--- config.mk ---
export PLATFORM = sky130hd
export DESIGN_NAME = idecode_pipe
export DESIGN_NICKNAME = d
export VERILOG_FILES = /design/src/rtl/idecode_pkg.sv /design/src/rtl/sign_ext.sv /design/src/rtl/idecode_pipe.sv
export SDC_FILE = /design/constraint.sdc
export NUM_CORES = 1
export LEC_CHECK = 0
export ABC_AREA = 1
export CAP_MARGIN = 40
export CORE_MARGIN = 2
export CORE_UTILIZATION = 32
export CTS_CLUSTER_SIZE = 30
export DETAILED_ROUTE_END_ITERATION = 8
export PLACE_DENSITY = 0.68
export SLEW_MARGIN = 5
export SYNTH_ARGS = -nofsm -noshare
export SYNTH_HDL_FRONTEND = slang
export SYNTH_SLANG_ARGS = --single-unit
--- constraint.sdc ---
create_clock -name clk -period 1.57 [get_ports clk]
set_input_delay 0.314 -clock clk [delete_from_list [all_inputs] [get_ports clk]]
set_output_delay 0.314 -clock clk [all_outputs]
set_load 0.05 [all_outputs]
--- src/rtl/idecode_pkg.sv ---
// Shared types, default widths and field-offset helpers for the pipelined instruction decoder.
// Offsets are derived from the parameters so that the decoder and sign extenders stay consistent.
package idecode_pkg;

    typedef enum logic [1:0] {
        SEL_RM   = 2'b00,
        SEL_RD   = 2'b01,
        SEL_RN   = 2'b10,
        SEL_HOLD = 2'b11
    } reg_sel_e;

    localparam int DEF_WORD_W  = 16;
    localparam int DEF_OPC_W   = 3;
    localparam int DEF_RADDR_W = 3;
    localparam int DEF_IMMS_W  = 5;
    localparam int DEF_IMML_W  = 8;

    // LSB positions of each instruction field; the opcode sits at the top of the word.
    function automatic int opc_lsb(input int word_w, input int opc_w);
        return word_w - opc_w;
    endfunction

    function automatic int alu_lsb(input int word_w, input int opc_w);
        return word_w - opc_w - 2;
    endfunction

    function automatic int rn_lsb(input int word_w, input int opc_w, input int raddr_w);
        return word_w - opc_w - 2 - raddr_w;
    endfunction

    function automatic int rd_lsb(input int raddr_w);
        return raddr_w + 2;
    endfunction

    function automatic int shift_lsb(input int raddr_w);
        return raddr_w;
    endfunction

    function automatic int rm_lsb();
        return 0;
    endfunction

endpackage

--- src/rtl/sign_ext.sv ---
// Sign extender: copies the input into the low bits and replicates its MSB upward.
// IN_W must not exceed OUT_W.
module sign_ext #(
    parameter int IN_W  = 5,
    parameter int OUT_W = 16
) (
    input  logic [IN_W-1:0]  value,
    output logic [OUT_W-1:0] extended
);

    assign extended[IN_W-1:0] = value;

    generate
        for (genvar gi = IN_W; gi < OUT_W; gi++) begin : g_sign
            assign extended[gi] = value[IN_W-1];
        end
    endgenerate

endmodule

--- src/rtl/idecode_pipe.sv ---
// Registered instruction decoder with valid/ready handshakes on both sides and a
// registered register-address port selected by reg_sel.
module idecode_pipe
    import idecode_pkg::*;
#(
    parameter int WORD_W  = DEF_WORD_W,
    parameter int OPC_W   = DEF_OPC_W,
    parameter int RADDR_W = DEF_RADDR_W,
    parameter int IMMS_W  = DEF_IMMS_W,
    parameter int IMML_W  = DEF_IMML_W
) (
    input  logic               clk,
    input  logic               reset,
    input  logic [WORD_W-1:0]  in_instr,
    input  logic               in_valid,
    output logic               in_ready,
    input  logic               flush,
    output logic               out_valid,
    input  logic               out_ready,
    output logic [OPC_W-1:0]   opcode,
    output logic [1:0]         alu_op,
    output logic [1:0]         shift_op,
    output logic [WORD_W-1:0]  sximm5,
    output logic [WORD_W-1:0]  sximm8,
    input  logic [1:0]         reg_sel,
    output logic [RADDR_W-1:0] r_addr,
    output logic [RADDR_W-1:0] w_addr
);

    localparam int OPC_LSB   = opc_lsb(WORD_W, OPC_W);
    localparam int ALU_LSB   = alu_lsb(WORD_W, OPC_W);
    localparam int RN_LSB    = rn_lsb(WORD_W, OPC_W, RADDR_W);
    localparam int RD_LSB    = rd_lsb(RADDR_W);
    localparam int SHIFT_LSB = shift_lsb(RADDR_W);
    localparam int RM_LSB    = rm_lsb();

    logic [WORD_W-1:0]  ir_reg;
    logic               valid_reg;
    logic [RADDR_W-1:0] addr_reg;
    logic [RADDR_W-1:0] addr_next;
    logic               accept;
    logic               drain;
    reg_sel_e           sel;

    assign sel      = reg_sel_e'(reg_sel);
    assign in_ready = !valid_reg || out_ready;
    assign accept   = in_valid && in_ready && !flush;
    assign drain    = valid_reg && out_ready;

    // Address source is the IR as it stands before any same-cycle load.
    always_comb begin
        addr_next = addr_reg;
        case (sel)
            SEL_RM:   addr_next = ir_reg[RM_LSB +: RADDR_W];
            SEL_RD:   addr_next = ir_reg[RD_LSB +: RADDR_W];
            SEL_RN:   addr_next = ir_reg[RN_LSB +: RADDR_W];
            SEL_HOLD: addr_next = addr_reg;
            default:  addr_next = addr_reg;
        endcase
    end

    // A flushed cycle leaves the IR untouched so the visible fields keep their values.
    always_ff @(posedge clk) begin
        if (reset) begin
            ir_reg    <= '0;
            valid_reg <= 1'b0;
            addr_reg  <= '0;
        end else begin
            addr_reg <= addr_next;
            if (flush) begin
                valid_reg <= 1'b0;
            end else if (accept) begin
                ir_reg    <= in_instr;
                valid_reg <= 1'b1;
            end else if (drain) begin
                valid_reg <= 1'b0;
            end
        end
    end

    assign out_valid = valid_reg;
    assign opcode    = ir_reg[OPC_LSB +: OPC_W];
    assign alu_op    = ir_reg[ALU_LSB +: 2];
    assign shift_op  = ir_reg[SHIFT_LSB +: 2];
    assign r_addr    = addr_reg;
    assign w_addr    = addr_reg;

    sign_ext #(
        .IN_W  (IMMS_W),
        .OUT_W (WORD_W)
    ) u_sx5 (
        .value    (ir_reg[IMMS_W-1:0]),
        .extended (sximm5)
    );

    sign_ext #(
        .IN_W  (IMML_W),
        .OUT_W (WORD_W)
    ) u_sx8 (
        .value    (ir_reg[IMML_W-1:0]),
        .extended (sximm8)
    );

endmodule
==> summary.txt <==
CTS
  – Clk pin slew, worst setup/hold paths: ~0.080 ns
  – Worst skew pair latency: 0.26 ns
  – CTS tree: yes
  – Deepest clock path buffer count: 2
  – CTS Hold Bufs: 0
  – CTS Buf Count: 3
  – Post-CTS Resized: 0
  – Post CTS Setup Buffer Count: 0
  – Num Clock Sinks: 20
  – Clock Tree Root: clkbuf_8
  – CTS H-Tree Depth: 1

Drt
  – Post-DRT Antenna Nets: 0
  – DR iter-0 viols: 37
  – Remaining DRCs: 0
  – Detailed Routing Iterations Pass 1: 4
  – Via count: 1147
  – Detail-routed net length per standard cell: around 10 µm
  – Routed vias/inst: about 4.3
  – Total Routed Length: around 2.7 mm

Synthesis
  – Largest family of logic cells by synthesized area: buffers and inverters
  – Synth Area in Compound Gates: roughly a tenth
  – Mapped Cells: around 180
  – Synth cell types: 15
  – Synthesized area per cell: 7.02 µm²
  – Synth Area in XOR/XNOR: 0%
  – Synth warn: 0
  – Flops & latches, synth: 20
  – Mux share of post-synthesis cell area: 0%
  – Post-synthesis adder-cell area fraction: roughly 2.9%
  – Simple-Gate Fraction of Synth Area: roughly a fifth
  – Syn Nets: between 200 and 250
  – Sequential area share after synthesis: between 30% and 40%
  – Cell Area, Synth: 1290 µm²

Place
  – IO Port Bufs: slightly below 70
  – Placed cell area: approximately 2200 µm²
  – Post-detail-place hpwl: 2.15 mm
  – GPL Wtd Cong: around 0.77
  – Pre-CTS setup slack: 0.00695 ns

Finish
  – Filler Cell Count: 352
  – Max FFs per register: 16
  – Commonest cells after routing, fill and taps aside: buf_12 (46), nand2_1 (28), a21oi_1 (23), inv_1 (22), clkdlybuf4s50_1 (22)
  – Final Cell Area: ~2300 µm²
  – ANT cells: 0
  – Area delta synth->final: 75.1%
  – Most common cell after layout, fill and taps aside: buf_12
  – Nets: about 240
  – Fraction of layout cells with a size suffix above 1: about 29%
  – Fin util: 57.3%

Timing
  – Worst Tran Pin Value: around 0.32 ns
  – Slew Limit Fails: 0
  – Final Hold Fails: 0
  – Max Clock Freq: between 600 and 700 MHz
  – Worst hold margin: roughly 0.5 ns
  – Final Cycle Share: 93.3%
  – RSZ-0062 raised after global routing: no
  – Minimum clock period: between 1 and 1.5 ns
  – Slew headroom: ~80%
  – Setup WS post-layout: about 0.10 ns
  – Final setup TNS: 0 ns
  – Worst Clk Skew: around 0.0065 ns
  – Final-report setup violation count: 0

GRT
  – GRT Overall Usage: 12.9%
  – Initial antenna violation count: 0
  – Global-route wire length before repair: 4.53 mm
  – Vias in the first global route: 993
  – Global route total overflow: 0
  – Largest net degree at the start of global routing: 33

Status
  – Status: completed

Floorplanning
  – Ports: 70
  – Core Area: around 4000 µm²
  – Die ar.: ~4600 µm²
  – Die W: roughly 68 µm
  – # rows: 23
  – Die Ht: just under 70 µm
  – Initial Util: between 30 and 40%

Worst setup path
  – Worst R2R Setup Slack: ~0.48 ns
  – Worst Path Max Fanout: 13
  – Startpoint types: primary input
  – CP Launch Point: out_ready
  – Crit path required time: 1.26 ns
  – Crit path DAT: ~1.2 ns
  – Worst R2R Start: out_valid
  – CP Capture Type: output pin
  – CP Class: in -> out

Hold path
  – Tightest Hold Check Type: reg -> reg
  – Hold_sp: ir_reg[14]

Job
  – Max-cap violations: 0

Power and ir drop
  – Peak supply drop: roughly 0.54 mV
  – Power Density: slightly below 800 nW/µm²
  – Pleak: 1.04 nW
-- synthesized netlist by cell type, drive strengths merged --
cell type,number,area (µm²)
dfxtp,20,400
buf,49,369
inv,22,82.6
clkinv,1,3.75
nor3,1,5.00
ha,3,37.5
a21oi,23,115
nor2,17,71.3
nand3,16,80.1
o21ai,3,15.0
nand2,29,111
-- per-stage QoR --
step / cells / total power [mW]
global placement: 263 / 1.40
finish: 267 / 1.78
CTS: 267 / 1.80
detailed placement: 263 / 1.41
global route: 267 / 1.86
floorplan: 184 / 1.07
-- area by class of cell --
cell class | instances | area (µm²) | share of cell area [%]
Sequential cell | 20 | 400 | 17.7
Timing Repair Buffer | 78 | 1220 | 53.8
Inverter | 23 | 86.3 | 3.82
Multi-Input combinational cell | 92 | 440 | 19.5
Clock buffer | 4 | 55.1 | 2.43
Tap cell | 50 | 62.6 | 2.77
-- path summary, 6_finish.rpt --
path           endpoint  cells after the start
max reg2reg   ir_reg[8]                      4
max            in_ready                      4
min          ir_reg[14]                      2
min reg2reg  ir_reg[14]                      2
-- power by group --
part,switching [mW],leakage (nW),total (mW),internal (mW)
clock network,0.165,0.0288,0.388,0.223
logic,0.424,0.845,0.806,0.383
registers,0.0442,0.165,0.586,0.542
-- worst max-delay path, cell delays in order --
cell and delay, ns:
clkdlybuf4s50_1 0.45, inv_1 0.06, nand2_4 0.16, buf_12 0.16
-- cell families (layout without fill, tap and decap cells) --
| kind of cell | Yosys count | after routing |
|---|---|---|
| compound gates | 26 | 26 |
| simple gates | 63 | 63 |
| flops | 20 | 20 |
| fa+ha+maj | 3 | 3 |
| buf+inv | 72 | 105 |
-- routing by layer --
layer	part of all wire (%)	vias up	global-route usage, %
li1	-	595	-
met1	42	506	16.0
met2	49	42	21.1
met3	7.7	4	4.33
met4	1.5	0	4.08
met5	0	-	0
Power figures use the tool's default switching activity.
